## config.mk

```make
export PLATFORM = sky130hd
export DESIGN_NAME = bmp_stream_loader
export DESIGN_NICKNAME = d
export VERILOG_FILES = /design/src/rtl/bmp_stream_loader.sv
export SDC_FILE = /design/constraint.sdc
export NUM_CORES = 1
export LEC_CHECK = 0
export CAP_MARGIN = 15
export CORE_MARGIN = 5
export CORE_UTILIZATION = 55
export CTS_BUF_LIST = sky130_fd_sc_hd__clkbuf_4
export CTS_CLUSTER_DIAMETER = 150
export DETAILED_ROUTE_END_ITERATION = 7
export PLACE_DENSITY = 0.87
export REMOVE_ABC_BUFFERS = 1
export SLEW_MARGIN = 5
export SYNTH_ARGS = -nofsm -noshare
export SYNTH_HDL_FRONTEND = slang
export SYNTH_SLANG_ARGS = --single-unit
```

## constraint.sdc

```tcl
create_clock -name clk -period 18.62 [get_ports clk]
set_input_delay 5.586 -clock clk [delete_from_list [all_inputs] [get_ports clk]]
set_output_delay 5.586 -clock clk [all_outputs]
set_load 0.02 [all_outputs]
```

## src/rtl/bmp_stream_loader.sv

```systemverilog
// Autonomous BMP loader: parses the header from BMP ROM, validates it and streams bfSize bytes into RAM.
// Optional BGRA->RGBA swap for 32-bpp images is compiled in with `define BMP_CHANNEL_SWAP_EN.
module bmp_stream_loader #(
  parameter int BYTE_WIDTH = 8,
  parameter int LANES      = 4,
  parameter int ADDR_WIDTH = 20,
  parameter int MAX_BYTES  = 786486
) (
  input  logic                          clk,
  input  logic                          rst,
  input  logic                          start,
  output logic                          rom_rd_en,
  output logic [ADDR_WIDTH-1:0]         rom_addr,
  input  logic [BYTE_WIDTH-1:0]         rom_rdata,
  output logic                          ram_wr_en,
  output logic [ADDR_WIDTH-1:0]         ram_addr,
  output logic [LANES*BYTE_WIDTH-1:0]   ram_wdata,
  input  logic                          ram_ready,
  output logic                          busy,
  output logic                          done,
  output logic                          err,
  output logic [31:0]                   img_width,
  output logic [31:0]                   img_height,
  output logic [31:0]                   pix_offset,
  output logic [15:0]                   bit_count
);

  typedef enum logic [2:0] {
    S_IDLE, S_HDR, S_CHECK, S_COPY, S_DONE, S_ERR
  } state_t;

  state_t r_state, w_next;

  logic [31:0]                 r_rd_ptr;
  logic [31:0]                 r_rd_addr;
  logic                        r_rd_vld;
  logic [31:0]                 r_pk_cnt;
  logic [BYTE_WIDTH-1:0]       r_skid;
  logic                        r_skid_vld;
  logic [2:0]                  r_lane;
  logic                        r_wr_en;
  logic [ADDR_WIDTH-1:0]       r_wr_addr;
  logic [LANES*BYTE_WIDTH-1:0] r_wdata;
  logic [15:0]                 r_sig;
  logic [31:0]                 r_bfsize;
  logic [31:0]                 r_offset;
  logic [31:0]                 r_width;
  logic [31:0]                 r_height;
  logic [15:0]                 r_bpp;
  logic                        r_err;

  logic                        w_accept;
  logic                        w_out_free;
  logic                        w_byte_vld;
  logic [BYTE_WIDTH-1:0]       w_byte;
  logic                        w_take;
  logic                        w_skid_next;
  logic                        w_last_byte;
  logic                        w_rd_issue;
  logic                        w_hdr_vld;
  logic                        w_bad;
  logic [1:0]                  w_sub;
  logic [ADDR_WIDTH-1:0]       w_phys;

  assign w_accept    = r_wr_en & ram_ready;
  assign w_out_free  = ~r_wr_en | w_accept;
  assign w_byte_vld  = (r_state == S_COPY) & (r_skid_vld | r_rd_vld);
  assign w_byte      = r_skid_vld ? r_skid : rom_rdata;
  assign w_take      = w_byte_vld & w_out_free;
  // A byte that cannot be packed parks in the skid; no new read is issued while that happens.
  assign w_skid_next = w_byte_vld & ~w_take;
  assign w_last_byte = (r_pk_cnt == r_bfsize - 32'd1);
  assign w_rd_issue  = ((r_state == S_HDR) & (r_rd_ptr < 32'd30)) |
                       ((r_state == S_COPY) & ~w_skid_next & (r_rd_ptr < r_bfsize));
  assign w_hdr_vld   = (r_state == S_HDR) & r_rd_vld & (r_rd_addr < 32'd30);
  assign w_sub       = r_rd_addr[1:0] - 2'd2;
  assign w_bad       = (r_sig != 16'h4D42) | (r_bfsize < 32'd30) |
                       (r_bfsize > 32'(MAX_BYTES)) | (r_offset >= r_bfsize);

  // Channel swap is done by remapping the read address, so packing and timing are untouched.
  always_comb begin
    w_phys = r_rd_ptr[ADDR_WIDTH-1:0];
`ifdef BMP_CHANNEL_SWAP_EN
    if ((r_state == S_COPY) && (r_bpp == 16'd32) && (r_rd_ptr >= r_offset)) begin
      if (((r_rd_ptr[1:0] - r_offset[1:0]) == 2'd0) && ((r_rd_ptr + 32'd2) < r_bfsize))
        w_phys = r_rd_ptr[ADDR_WIDTH-1:0] + ADDR_WIDTH'(2);
      else if ((r_rd_ptr[1:0] - r_offset[1:0]) == 2'd2)
        w_phys = r_rd_ptr[ADDR_WIDTH-1:0] - ADDR_WIDTH'(2);
    end
`endif
  end

  always_ff @(posedge clk or posedge rst) begin
    if (rst) r_state <= S_IDLE;
    else     r_state <= w_next;
  end

  always_comb begin
    w_next = r_state;
    unique case (r_state)
      S_IDLE:  if (start) w_next = S_HDR;
      S_HDR:   if (r_rd_vld && (r_rd_addr == 32'd29)) w_next = S_CHECK;
      S_CHECK: w_next = w_bad ? S_ERR : S_COPY;
      S_COPY:  if (w_accept && (r_pk_cnt == r_bfsize)) w_next = S_DONE;
      S_DONE:  w_next = S_IDLE;
      S_ERR:   w_next = S_IDLE;
      default: w_next = S_IDLE;
    endcase
  end

  always_ff @(posedge clk or posedge rst) begin
    if (rst) begin
      r_rd_ptr   <= '0;
      r_rd_addr  <= '0;
      r_rd_vld   <= 1'b0;
      r_pk_cnt   <= '0;
      r_skid     <= '0;
      r_skid_vld <= 1'b0;
      r_lane     <= '0;
      r_wr_en    <= 1'b0;
      r_wr_addr  <= '0;
      r_wdata    <= '0;
      r_sig      <= '0;
      r_bfsize   <= '0;
      r_offset   <= '0;
      r_width    <= '0;
      r_height   <= '0;
      r_bpp      <= '0;
      r_err      <= 1'b0;
    end else begin
      r_rd_vld <= w_rd_issue;
      if (w_rd_issue) begin
        r_rd_addr <= r_rd_ptr;
        r_rd_ptr  <= r_rd_ptr + 32'd1;
      end
      if ((r_state == S_IDLE) && start) begin
        r_err      <= 1'b0;
        r_rd_ptr   <= '0;
        r_pk_cnt   <= '0;
        r_lane     <= '0;
        r_skid_vld <= 1'b0;
        r_wr_en    <= 1'b0;
        r_wr_addr  <= '0;
        r_wdata    <= '0;
        r_sig      <= '0;
        r_bfsize   <= '0;
        r_offset   <= '0;
        r_width    <= '0;
        r_height   <= '0;
        r_bpp      <= '0;
      end
      if (r_state == S_CHECK) begin
        r_rd_ptr <= '0;
        if (w_bad) r_err <= 1'b1;
      end
      if (w_hdr_vld) begin
        if (r_rd_addr < 32'd2)
          r_sig[{r_rd_addr[0], 3'b000} +: 8] <= rom_rdata[7:0];
        else if (r_rd_addr >= 32'd2 && r_rd_addr < 32'd6)
          r_bfsize[{w_sub, 3'b000} +: 8] <= rom_rdata[7:0];
        else if (r_rd_addr >= 32'd10 && r_rd_addr < 32'd14)
          r_offset[{w_sub, 3'b000} +: 8] <= rom_rdata[7:0];
        else if (r_rd_addr >= 32'd18 && r_rd_addr < 32'd22)
          r_width[{w_sub, 3'b000} +: 8] <= rom_rdata[7:0];
        else if (r_rd_addr >= 32'd22 && r_rd_addr < 32'd26)
          r_height[{w_sub, 3'b000} +: 8] <= rom_rdata[7:0];
        else if (r_rd_addr >= 32'd28)
          r_bpp[{r_rd_addr[0], 3'b000} +: 8] <= rom_rdata[7:0];
      end
      if (r_state == S_COPY) begin
        r_skid_vld <= w_skid_next;
        if (w_skid_next) r_skid <= w_byte;
        if (w_accept) begin
          r_wr_en   <= 1'b0;
          r_wr_addr <= r_wr_addr + ADDR_WIDTH'(1);
        end
        if (w_take) begin
          if (r_lane == 3'd0)
            r_wdata <= (LANES*BYTE_WIDTH)'(w_byte);
          else
            r_wdata[int'(r_lane)*BYTE_WIDTH +: BYTE_WIDTH] <= w_byte;
          r_pk_cnt <= r_pk_cnt + 32'd1;
          if ((r_lane == 3'(LANES-1)) || w_last_byte) begin
            r_wr_en <= 1'b1;
            r_lane  <= '0;
          end else begin
            r_lane <= r_lane + 3'd1;
          end
        end
      end
    end
  end

  assign rom_rd_en  = w_rd_issue;
  assign rom_addr   = w_phys;
  assign ram_wr_en  = r_wr_en;
  assign ram_addr   = r_wr_addr;
  assign ram_wdata  = r_wdata;
  assign busy       = (r_state == S_HDR) | (r_state == S_CHECK) | (r_state == S_COPY);
  assign done       = (r_state == S_DONE);
  assign err        = r_err;
  assign img_width  = r_width;
  assign img_height = r_height;
  assign pix_offset = r_offset;
  assign bit_count  = r_bpp;

endmodule

```

======== After elaboration in Yosys (flattened, before gate mapping) ========
Index checks and enable logic that the tools add are counted.
word-level totals
  bits in read-only memories .............. 0
  bits in latches ......................... 0
  output and inout port bits .............. 189
  bits in writable memories ............... 0
  flip-flop bits (word level) ............. 326
  word-level logic and storage cells ...... 168
  input bits .............................. 12
  memories ................................ 0
operators by class
  mux-type cells .......................... 73
  bitwise gates (word level) .............. 20
  reduce and logical (&&, ||, !) cells .... 14
  equality and inequality tests ........... 12
  magnitude comparators ................... 16
  $mul .................................... 0
  div/mod/pow operators ................... 0
  shift-type cells ........................ 6
  add/sub/neg operators ................... 9
operators with widths
  cell                     count
  $mux 32                  32
  $mux 16                  11
  $bwmux 32                5
  $lt 32x5->1 const B      5
  $ge 32x5->1 const B      3
  $add 32x1->32 const B    2
  $eq 32x32->1             2
  $mux 20                  3
  $neg 6->33               1
  $shift 8x33->32 const A  1
  $shiftx 8x33->32         1
  $bwmux 16                2
  $eq 32x5->1 const B      1
  $ge 32x2->1 const B      1
  $ge 32x32->1             1
  $ge 32x4->1 const B      1
  $gt 32x20->1 const B     1
  $lt 32x2->1 const B      1
  $lt 32x3->1 const B      1
  $lt 32x32->1             1
  $lt 32x4->1 const B      1
  $shift 8x7->32 const A   1
  $shiftx 8x7->32          1
  $sub 32x1->32 const B    1
  27 further kinds         70

======== Logic depth before layout (Yosys ltp) ========
Gate-level depths: netlist (run 1).
  depth in word-level cells ............... 12
  gate-level depth with buffers ........... 14
  gate-level depth less buffers ........... 10

======== Least setup slack after synthesis (run 1) ========
OpenSTA, ideal clock, no wires.
  path type ............................... input port to output port
  from .................................... in ram_ready
  to ...................................... out rom_rd_en
  stages on the path ...................... 10
  slack ................................... 5.658 ns
  path buffers ............................ 3
  arrival ................................. 7.376 ns
  cells stage by stage .................... nand2b_1 > nor3_1 > nor3_1 > o211ai_1 > o21bai_1 > clkbuf_1 > nand2_1 > buf_2 > buf_2 > inv_2
between the ends
  cells in the longest elaborated chain, start to end .. 9
RTL lines
  item                      RTL line  text
  start: declaration        18        input logic ram_ready,
  $and 1x1->1               65        assign w_accept = r_wr_en & ram_ready;
  $or 1x1->1                66        assign w_out_free = ~r_wr_en | w_accept;
  $and 1x1->1               69        assign w_take = w_byte_vld & w_out_free;
  $not 1->1                 71        assign w_skid_next = w_byte_vld & ~w_take;
  $and 1x1->1               71
  $not 1->1                 74        ((r_state == S_COPY) & ~w_skid_next & (r_rd_ptr < r_bfsize));
  $and 1x1->1 (2 in a row)  74
  $or 1x1->1                73        assign w_rd_issue = ((r_state == S_HDR) & (r_rd_ptr < 32'd30)) |
  end: declaration          12        output logic rom_rd_en,
Every way passes these cells.

======== Worst setup path in the final report (run 1) ========
Ends and elaborated chain as after synthesis.

==> metrics.md, run 1 <==
| Metric | Value |
|---|---|
| Main synth FF type | dfrtp_1 |
| Hold-fix buffers at CTS | 0 |
| Area grow syn2layout | 17.8% |
| Final period utilization | 0.769 |
| CP endpoint kind | primary output |
| CTS Root Cell | clkbuf_4 |
| Vias in the first global route | 15267 |
| Gr ovfl total | 0 |
| DP Wirelength | 36800 microns |
| Fin. Hold Viols | 0 |
| Drt first pass iters | 5 |
| Initial antenna violation count | 1 |
| PortBufs | 200 |
| Delay-heaviest family, CP | buffers and inverters |
| Global-route wire length before repair | 82600 microns |
| Worst-path clk slew | 0.07 ns |
| CORE AREA | 30600 sq um |
| H-tree depth | 3 |
| CTS tree | yes |
| Crit Path Max Fanout | 18 |
| Xor and xnor area share after synthesis | 0.0282 |
| Largest family of logic cells by synthesized area | simple AND/OR/NAND/NOR gates |
| FF-to-FF setup slack | 14.66 ns |
| Adder-cell share of the synthesized area | 0.0558 |
| Worst slew pin tran | 1.20 ns |
| RePlAce Congestion | 0.968 |
| Setup violations, final | 0 |
| Syn avg cell area | 9.94 sq um |
| Post-synthesis simple-gate area fraction | 0.183 |
| Largest net degree at the start of global routing | 107 |
| ANT nets after route | 0 |
| Worst hold path class | flip-flop to flip-flop |
| DIE HEIGHT | 186 microns |
| Worst path bufs/invs | 3 |
| Compound-Gate Fraction of Synth Area | 0.121 |
| CP required | 13.03 ns |
| Clk sinks | 326 |
| Total track usage | 0.301 |
| CTS resizes | 0 |
| Clock buffer depth | 3 |
| Number of max-cap violations | 0 |
| Worst skew pair latency | 0.72 ns |
| # rows | 64 |
| Via density | 6.41 |
| DRC errors left | 0 |
| WL final | 51700 microns |
| RSZ-0062 raised after global routing | false |
| Setup repair bufs after CTS | 0 |
| Worst path arrival time | 8.74 ns |
| Synth async-reset ratio | 1.00 |
| # fillers | 2314 |
| Final core occ | 0.657 |
| Post-Syn Area | 17100 sq um |
| CP startpoint kind | primary input |
| Synth cell types | 68 |
| Seq/Total Area, Yosys | 0.478 |
| #FFs+latches synth | 326 |
| Synth Warn # | 0 |
| Post-synth EDFFs | 0 |
| Effective utilization at floorplan | 0.558 |
| Slew Viols, Final | 0 |
| # IOs | 201 |
| TritonCTS Buffers | 80 |
| Commonest non-fill, non-tap cell in the layout | dfrtp_1 |
| Static leakage | 9.53 nW |
| Largest stage delay, worst path | 0.67 ns |
| Final Critical Period | 14.32 ns |
| Crit-path slowest cell | o21bai_1 |
| Syn Inst Count | 1715 |
| Max VDD drop | 0.0000887 V |
| Die Area | 34600 sq um |
| Status | complete, no violations |
| Cell area power density | 98.4 nW/um^2 |
| Clock Skew | 0.0620 ns |
| Post-synthesis mux area share | 0.0895 |
| Final nets | 1990 |
| Setup CP Type | primary input to primary output |
| 1st-iter DRT viols | 1521 |
| Leading cell types in the layout, fill and taps excluded | 326 x dfrtp_1, 230 x nand2_1, 200 x clkdlybuf4s50_1 |
| Via count | 14997 |
| Die Width | 186 microns |
| Slew HR | 0.200 |
| Most used cell, CP | clkdlybuf4s50_1 |
| Setup TNS Final | 0 ns |
| Ratio of cells with drive above 1 in the final layout | 0.0741 |
| WL per Instance | 22.1 microns |
| CP Cell Sequence | clkdlybuf4s50_1, nand2b_1, nor3_2, nor3_1, o211ai_1, o21bai_1, nand2_2, inv_2, clkdlybuf4s50_1 |
| FMAX | 0.0698 GHz |
==> synth_stat cells, drive strengths merged, types with 9 or more instances <==
library cell,instances,area share
xor2,23,0.012
nor3b,9,0.0040
o21ai,113,0.033
mux2i,121,0.071
o211ai,20,0.0088
nand2,231,0.051
clkbuf,67,0.015
or4,13,0.0057
buf,39,0.015
a21o,27,0.012
dfrtp,326,0.48
o31ai,19,0.0084
nor4,29,0.013
nand3,124,0.036
inv,62,0.014
mux2,28,0.018
ha,76,0.056
nor3,35,0.011
nor2,69,0.015
and3,15,0.0055
a31oi,15,0.0055
a21oi,45,0.013
nand4,46,0.017
a32o,34,0.020
xnor2,32,0.016
==> per-layer routing <==
metal	track usage	part of all wire	vias up	wire (microns)
met3	0.0662	0.087	190	4520
li1	-	-	6610	-
met4	0.146	0.049	0	2510
met1	0.403	0.40	7414	20600
met5	0	0	-	0
met2	0.468	0.47	783	24100
==> flip-flops by register name (all words and copies together) (netlist names) <==
signal	flops
ram_wdata	32
r_rd_ptr	32
r_sig	16
r_skid_vld	1
r_skid	8
r_rd_addr	32
r_lane	3
bit_count	16
img_height	32
ram_wr_en	1
err	1
r_bfsize	32
pix_offset	32
r_pk_cnt	32
r_state	3
img_width	32
r_rd_vld	1
ram_addr	20
==> logic make-up after synthesis <==
logic type,Yosys count
fa+ha+maj,76
simple gates,628
compound gates,312
flops,326
xor+xnor,55
buf+inv,169
mux,149
==> through the flow <==
step / hold slack, ns / area (sq um) / setup WS (ns) / cells / total power (W)
after detailed placement: 0.478 / 19200 / 4.38 / 2216 / 0.00140
after floorplan: 0.457 / 16500 / 4.01 / 1609 / 0.00119
after global placement: 0.468 / 19200 / 4.42 / 2216 / 0.00138
after CTS: 0.486 / 20100 / 4.39 / 2339 / 0.00197
after global routing: 0.507 / 20100 / 4.17 / 2340 / 0.00207
final: 0.477 / 20100 / 4.30 / 2340 / 0.00198
==> where the power goes <==
group	leakage (nW)	switching (W)	total, W	internal [W]
Clock	0.552	0.000282	0.000574	0.000292
Combinational	4.44	0.000404	0.000598	0.000194
Sequential	4.53	0.0000595	0.000805	0.000746
==> cell type report <==
type                       count  area (sq um)  share of cell area
tap                          396           495              0.0247
clock buffer                 107           803              0.0400
timing repair buffer         211          2080               0.104
clock inverter                16           128             0.00635
inverter                      63           244              0.0121
antenna                        1          2.50            0.000125
multi-input combinational   1220          8170               0.407
sequential                   326          8160               0.406
==> worst paths after layout <==
kind / from / end / depth (start not counted)
hold reg to reg: ram_addr[19] / ram_addr[19] / 1
hold / removal: ram_addr[19] / ram_addr[19] / 1
setup / recovery: ram_ready / rom_rd_en / 9
setup reg to reg: r_state[1] / r_rd_addr[21] / 8
max in group asynchronous: rst / bit_count[0] / 4
min in group asynchronous: rst / img_height[14] / 2
Note: power is estimated with default switching activity, not from simulation.
==> run 2, diff against run 1 <==
--- a/config.mk
+++ b/config.mk
@@ -7,7 +7,7 @@
 export LEC_CHECK = 0
 export CAP_MARGIN = 15
 export CORE_MARGIN = 5
-export CORE_UTILIZATION = 55
+export CORE_UTILIZATION = 53
 export CTS_BUF_LIST = sky130_fd_sc_hd__clkbuf_4
 export CTS_CLUSTER_DIAMETER = 150
 export DETAILED_ROUTE_END_ITERATION = 7
==> constraint.sdc (replaced) <==
create_clock -name clk -period 12.9 [get_ports clk]
set_input_delay 3.87 -clock clk [delete_from_list [all_inputs] [get_ports clk]]
set_output_delay 3.87 -clock clk [all_outputs]
set_load 0.02 [all_outputs]
==> run 2 against run 1 <==
  * Total power up 47%
  * Routed wire length shrank 1.8%
  * Setup slack worse by 2.4 ns
  * Clock skew is 0.0034 ns lower
  * Sequential share of layout area shrank 0.25 points
  * Largest cell class unchanged
  * Cell count increased by 1.2%
  * Sequential cell count unchanged
  * Design area increased by 0.62%
  * Die area up 3.6%
==> metrics.md, run 2 (synthesis results as in run 1) <==
| Metric | Value |
|---|---|
| Status | complete, no violations |
| Multi-input combinational cell area | 8170 sq um (unchanged) |
| Die Area | 35900 sq um (+3.6%) |
| Slew HR | 0.221 (+0.0206) |
| Critical path capture point | rom_rd_en |
| RePlAce Congestion | 1.01 (+4.8%) |
| # IOs | 201 (unchanged) |
| # fillers | 2368 (+2.3%) |
| R2R depth | 8 (unchanged) |
| Setup TNS Final | 0 ns (unchanged) |
| Reg-to-Reg End | r_rd_addr[29] |
| DRC errors left | 0 (unchanged) |
| Slew Viols, Final | 0 (unchanged) |
| TritonCTS Buffers | 83 (+3.8%) |
| WL final | 50700 microns (-1.8%) |
| Switching Share | 0.381 (+0.00379) |
| Final worst slack | 1.94 ns (-2.36 ns) |
| Crit Path Max Fanout | 18 (unchanged) |
| CTS tree | yes |
| Worst-path clk slew | 0.06 ns (about the same) |
| Via density | 6.28 (-2.1%) |
| Largest net degree at the start of global routing | 108 (+0.93%) |
| Setup CP Type | primary input to primary output |
| H-tree depth | 3 (unchanged) |
| DIE HEIGHT | 189 microns (+1.8%) |
| Final period utilization | 0.850 |
| WL per Instance | 21.4 microns (-3.0%) |
| Crit-path slowest cell | o21bai_1 |
| Leading cell types in the layout, fill and taps excluded | 326 x dfrtp_1, 230 x nand2_1, 200 x clkdlybuf4s50_1 |
| PortBufs | 200 (unchanged) |
| Ratio of cells with drive above 1 in the final layout | 0.0804 (+0.00634) |
| Reg2reg start | r_state[1] |
| Max VDD drop | 0.0000985 V (+11%) |
| Hold-fix buffers at CTS | 0 (unchanged) |
| # rows | 65 (+1.6%) |
| FF-to-FF setup slack | 8.87 ns (-5.79 ns) |
| Clock Skew | 0.0586 ns (-0.00344 ns) |
| Effective utilization at floorplan | 0.539 (-0.0185) |
| Total track usage | 0.279 (-0.0220) |
| Area grow syn2layout | 18.5% |
| Largest stage delay, worst path | 0.68 ns (about the same) |
| Die Width | 189 microns (+1.8%) |
| CP endpoint kind | primary output |
| CP startpoint kind | primary input |
| Worst hold path class | flip-flop to flip-flop |
| Drt first pass iters | 5 (unchanged) |
| DP Worst Slack | 2.08 ns (-2.31 ns) |
| DP Wirelength | 36000 microns (-2.1%) |
| Power share of the clock group | 0.300 (+0.010) |
| CORE AREA | 31600 sq um (+3.4%) |
| 1st-iter DRT viols | 1669 (+9.7%) |
| CP required | 9.03 ns (-4.00 ns) |
| Via count | 14858 (-0.93%) |
| Final nets | 1993 (+0.15%) |
| Fin. Hold Viols | 0 (unchanged) |
| Commonest non-fill, non-tap cell in the layout | dfrtp_1 |
| CP Cell Sequence | clkdlybuf4s50_1, nand2b_1, nor3_2, nor3_1, o211ai_1, o21bai_1, nand2_2, inv_2, clkdlybuf4s50_1 |
| CP startpoint | ram_ready |
| CTS resizes | 0 (unchanged) |
| Worst skew pair latency | 0.75 ns (+0.03 ns) |
| Clock buffer depth | 3 (unchanged) |
| Global-route wire length before repair | 80900 microns (-2.1%) |
| Initial antenna violation count | 1 (unchanged) |
| Final Critical Period | 10.96 ns |
| Worst path arrival time | 7.09 ns (-1.65 ns) |
| Static leakage | 9.60 nW (+0.73%) |
| Most used cell, CP | clkdlybuf4s50_1 |
| Setup violations, final | 0 (unchanged) |
| RSZ-0062 raised after global routing | false |
| CTS Root Cell | clkbuf_4 |
| Gr ovfl total | 0 (unchanged) |
| Reg power frac | 0.400 (-0.007) |
| ANT nets after route | 0 (unchanged) |
| FMAX | 0.0912 GHz |
| P_sw | 0.00110 W (+48%) |
| Number of max-cap violations | 0 (unchanged) |
| Worst slew pin tran | 1.17 ns (-0.0308 ns) |
| Setup repair bufs after CTS | 0 (unchanged) |
| Total internal power | 0.00179 W (+46%) |
| Vias in the first global route | 14855 (-2.7%) |
| Cell area power density | 143 nW/um^2 (+46%) |
| Clk sinks | 326 (unchanged) |
| Comb pwr share | 0.300 (-0.002) |
| Register area | 8160 sq um (unchanged) |
run 2: layout make-up:
cell class | instances | share of cell area
Antenna cell | 1 | 0.000124
Clock buffer | 116 | 0.0431
Clock inverter | 28 | 0.00774
Inverter | 63 | 0.0121
Multi-Input combinational cell | 1220 | 0.404
Sequential cell | 326 | 0.404
Tap cell | 402 | 0.0249
Timing Repair Buffer | 211 | 0.104
run 2: how the worst min path moves through the flow:
| stage | start | cells past startpoint | to |
|---|---|---|---|
| floorplan | r_rd_addr[11] | 2 | r_rd_addr[11] |
| global placement | ram_addr[19] | 1 | ram_addr[19] |
| detailed placement | ram_addr[19] | 1 | ram_addr[19] |
| CTS | ram_addr[19] | 1 | ram_addr[19] |
| global route | ram_addr[19] | 1 | ram_addr[19] |
| finish | ram_addr[19] | 1 | ram_addr[19] |
run 2: metrics by stage:
step	total power [W]	std cells	utilization	hold slack, ns	area, sq um
final	0.00290	2367	0.639	0.472	20200
after CTS	0.00288	2364	0.638	0.479	20200
after detailed placement	0.00201	2220	0.605	0.470	19100
after floorplan	0.00172	1609	-	0.457	16500
after global placement	0.00199	2220	0.605	0.467	19100
after global routing	0.00304	2367	0.639	0.507	20200
run 2: worst max-delay path, delay by kind of cell:
family          cells  cell delay (ns)
buf+inv             3             1.33
simple gates        4             0.99
compound gates      2             0.89
run 2: power groups by stage:
stage / Clock (W) / Sequential (W) / Combinational, W
2_1_floorplan: 0 / 0.00116 / 0.000559
3_3_place_gp: 0 / 0.00117 / 0.000817
3_5_place_dp: 0 / 0.00117 / 0.000843
4_1_cts: 0.000884 / 0.00115 / 0.000846
5_1_grt: 0.000942 / 0.00116 / 0.000931
6_report: 0.000870 / 0.00116 / 0.000869
run 2: per-layer routing:
| layer | track usage | share of wire | vias up | routed length, microns |
|---|---|---|---|---|
| met5 | 0 | 0 | - | 0 |
| li1 | - | - | 6624 | - |
| met4 | 0.141 | 0.049 | 0 | 2480 |
| met3 | 0.0584 | 0.088 | 173 | 4470 |
| met2 | 0.442 | 0.47 | 796 | 23900 |
| met1 | 0.365 | 0.39 | 7265 | 19900 |
==> run 3, diff against run 2 <==
--- a/config.mk
+++ b/config.mk
@@ -7,7 +7,7 @@
 export LEC_CHECK = 0
 export CAP_MARGIN = 15
 export CORE_MARGIN = 5
-export CORE_UTILIZATION = 53
+export CORE_UTILIZATION = 55
 export CTS_BUF_LIST = sky130_fd_sc_hd__clkbuf_4
 export CTS_CLUSTER_DIAMETER = 150
 export DETAILED_ROUTE_END_ITERATION = 7
==> constraint.sdc (replaced) <==
create_clock -name clk -period 11.3 [get_ports clk]
set_input_delay 3.39 -clock clk [delete_from_list [all_inputs] [get_ports clk]]
set_output_delay 3.39 -clock clk [all_outputs]
set_load 0.02 [all_outputs]
==> run 3 against run 2 <==
  * Sequential cell count stayed put
  * Register-to-register slack worse by 1.6 ns
  * Worst hold slack worse by 0.0059 ns
  * Design area is 0.31% lower
  * Largest cell class unchanged
  * Critical path depth stayed put
  * Critical path type unchanged
==> metrics.md, run 3 (synthesis results as in run 1) <==
| Metric | Value |
|---|---|
| RePlAce Congestion | 1.03 (+1.4%) |
| Fin. Hold Viols | 0 (unchanged) |
| Setup repair bufs after CTS | 0 (unchanged) |
| DIE HEIGHT | 186 microns (-1.7%) |
| Clk sinks | 326 (unchanged) |
| # fillers | 2289 (-3.3%) |
| Crit Path Max Fanout | 18 (unchanged) |
| Hold-fix buffers at CTS | 0 (unchanged) |
| Worst-path clk slew | 0.06 ns (about the same) |
| Leading cell types in the layout, fill and taps excluded | 326 x dfrtp_1, 230 x nand2_1, 200 x clkdlybuf4s50_1 |
| 1st-iter DRT viols | 1573 (-5.8%) |
| PortBufs | 200 (unchanged) |
| Final worst slack | 1.38 ns (-0.559 ns) |
| Slew HR | 0.161 (-0.0603) |
| Final core occ | 0.659 (+0.0198) |
| WL final | 50900 microns (+0.31%) |
| Global-route wire length before repair | 80800 microns (-0.13%) |
| # rows | 64 (-1.5%) |
| Total internal power | 0.00203 W (+13%) |
| # IOs | 201 (unchanged) |
| Total track usage | 0.294 (+0.0150) |
| Slew Viols, Final | 0 (unchanged) |
| Effective utilization at floorplan | 0.558 (+0.0185) |
| Die Area | 34600 sq um (-3.4%) |
| WL per Instance | 21.6 microns (+0.86%) |
| DP Wirelength | 36300 microns (+0.81%) |
| CTS tree | yes |
| DP Worst Slack | 1.43 ns (-0.647 ns) |
| TritonCTS Buffers | 85 (+2.4%) |
| Power share of the clock group | 0.296 (-0.004) |
| Comb pwr share | 0.302 (+0.002) |
| Max VDD drop | 0.000154 V (+56%) |
| Clock buffer depth | 3 (unchanged) |
| Final period utilization | 0.878 |
| Initial antenna violation count | 1 (unchanged) |
| Ratio of cells with drive above 1 in the final layout | 0.0803 (-0.000182) |
| Setup CP Type | primary input to primary output |
| CP required | 7.91 ns (-1.12 ns) |
| Setup violations, final | 0 (unchanged) |
| Vias in the first global route | 15028 (+1.2%) |
| Drt first pass iters | 8 (+3) |
| Largest net degree at the start of global routing | 114 (+5.6%) |
| Worst skew pair latency | 0.74 ns (about the same) |
| Reg power frac | 0.402 (+0.002) |
| Multi-input combinational cell area | 8170 sq um (unchanged) |
| Area grow syn2layout | 18.1% |
| Worst slew pin tran | 1.26 ns (+0.0905 ns) |
| Via count | 14942 (+0.57%) |
| DRC errors left | 0 (unchanged) |
| Commonest non-fill, non-tap cell in the layout | dfrtp_1 |
| Worst path arrival time | 6.53 ns (-0.56 ns) |
| H-tree depth | 3 (unchanged) |
| Cell area power density | 163 nW/um^2 (+14%) |
| CTS resizes | 0 (unchanged) |
| Clock Skew | 0.0535 ns (-0.00509 ns) |
| Number of max-cap violations | 0 (unchanged) |
| Switching Share | 0.382 (+0.00147) |
| Static leakage | 9.56 nW (-0.40%) |
| ANT nets after route | 0 (unchanged) |
| Gr ovfl total | 0 (unchanged) |
| CTS Root Cell | clkbuf_4 |
| Register area | 8160 sq um (unchanged) |
| FMAX | 0.101 GHz |
| CP startpoint kind | primary input |
| Via density | 6.35 (+1.1%) |
| CORE AREA | 30600 sq um (-3.3%) |
| Final Critical Period | 9.92 ns |
| Worst hold path class | flip-flop to flip-flop |
| Status | complete, no violations |
| P_sw | 0.00126 W (+14%) |
| Final nets | 1995 (+0.10%) |
| RSZ-0062 raised after global routing | false |
| Die Width | 186 microns (-1.7%) |
| CP endpoint kind | primary output |
run 3: critical path, cell delays in order:
cell and delay [ns]:
clkdlybuf4s50_1 0.56, nand2b_1 0.20, nor3_2 0.17, nor3_1 0.46, o211ai_1 0.19, o21bai_1 0.68, nand2_2 0.13, inv_2 0.12
clkdlybuf4s50_1 0.62
run 3: path summary, 6_finish.rpt:
kind | from | to | slack, ns | cells after the start
hold / removal | ram_addr[19] | ram_addr[19] | 0.47 | 1
setup reg to reg | r_state[1] | r_rd_addr[26] | 7.30 | 8
hold reg to reg | ram_addr[19] | ram_addr[19] | 0.47 | 1
max in group asynchronous | rst | r_pk_cnt[6] | 6.50 | 3
min in group asynchronous | rst | img_width[14] | 3.20 | 2
setup / recovery | ram_ready | rom_rd_en | 1.38 | 9
run 3: through the flow:
step | total power [W] | area, sq um | setup TNS [ns] | hold slack, ns | cells
3_3_place_gp | 0.00227 | 19200 | 0 | 0.463 | 2216
6_report | 0.00329 | 20100 | 0 | 0.466 | 2354
4_1_cts | 0.00328 | 20100 | 0 | 0.476 | 2352
2_1_floorplan | 0.00197 | 16500 | -363.94 | 0.457 | 1609
3_5_place_dp | 0.00230 | 19200 | 0 | 0.468 | 2216
5_1_grt | 0.00345 | 20100 | 0 | 0.498 | 2354
run 3: final cells by class:
class | instances | area share
inverter | 63 | 0.0121
antenna | 2 | 0.000248
clock inverter | 17 | 0.00478
tap | 396 | 0.0246
clock buffer | 119 | 0.0443
multi-input combinational | 1220 | 0.406
timing repair buffer | 211 | 0.103
sequential | 326 | 0.405
run 3: routing by layer:
metal  vias to the layer above  GRT usage  part of all wire
met3                       183     0.0768             0.096
li1                       6632          -                 -
met1                      7324      0.380              0.39
met4                         0      0.146             0.045
met2                       803      0.461              0.47
met5                         -          0                 0
run 3: power groups by stage:
stage | Combinational (W) | Clock [W] | Sequential (W)
after floorplan | 0.000638 | 0 | 0.00133
after detailed placement | 0.000964 | 0 | 0.00134
final | 0.000994 | 0.000975 | 0.00132
after CTS | 0.000969 | 0.000989 | 0.00132
after global placement | 0.000934 | 0 | 0.00133
after global routing | 0.00106 | 0.00105 | 0.00133
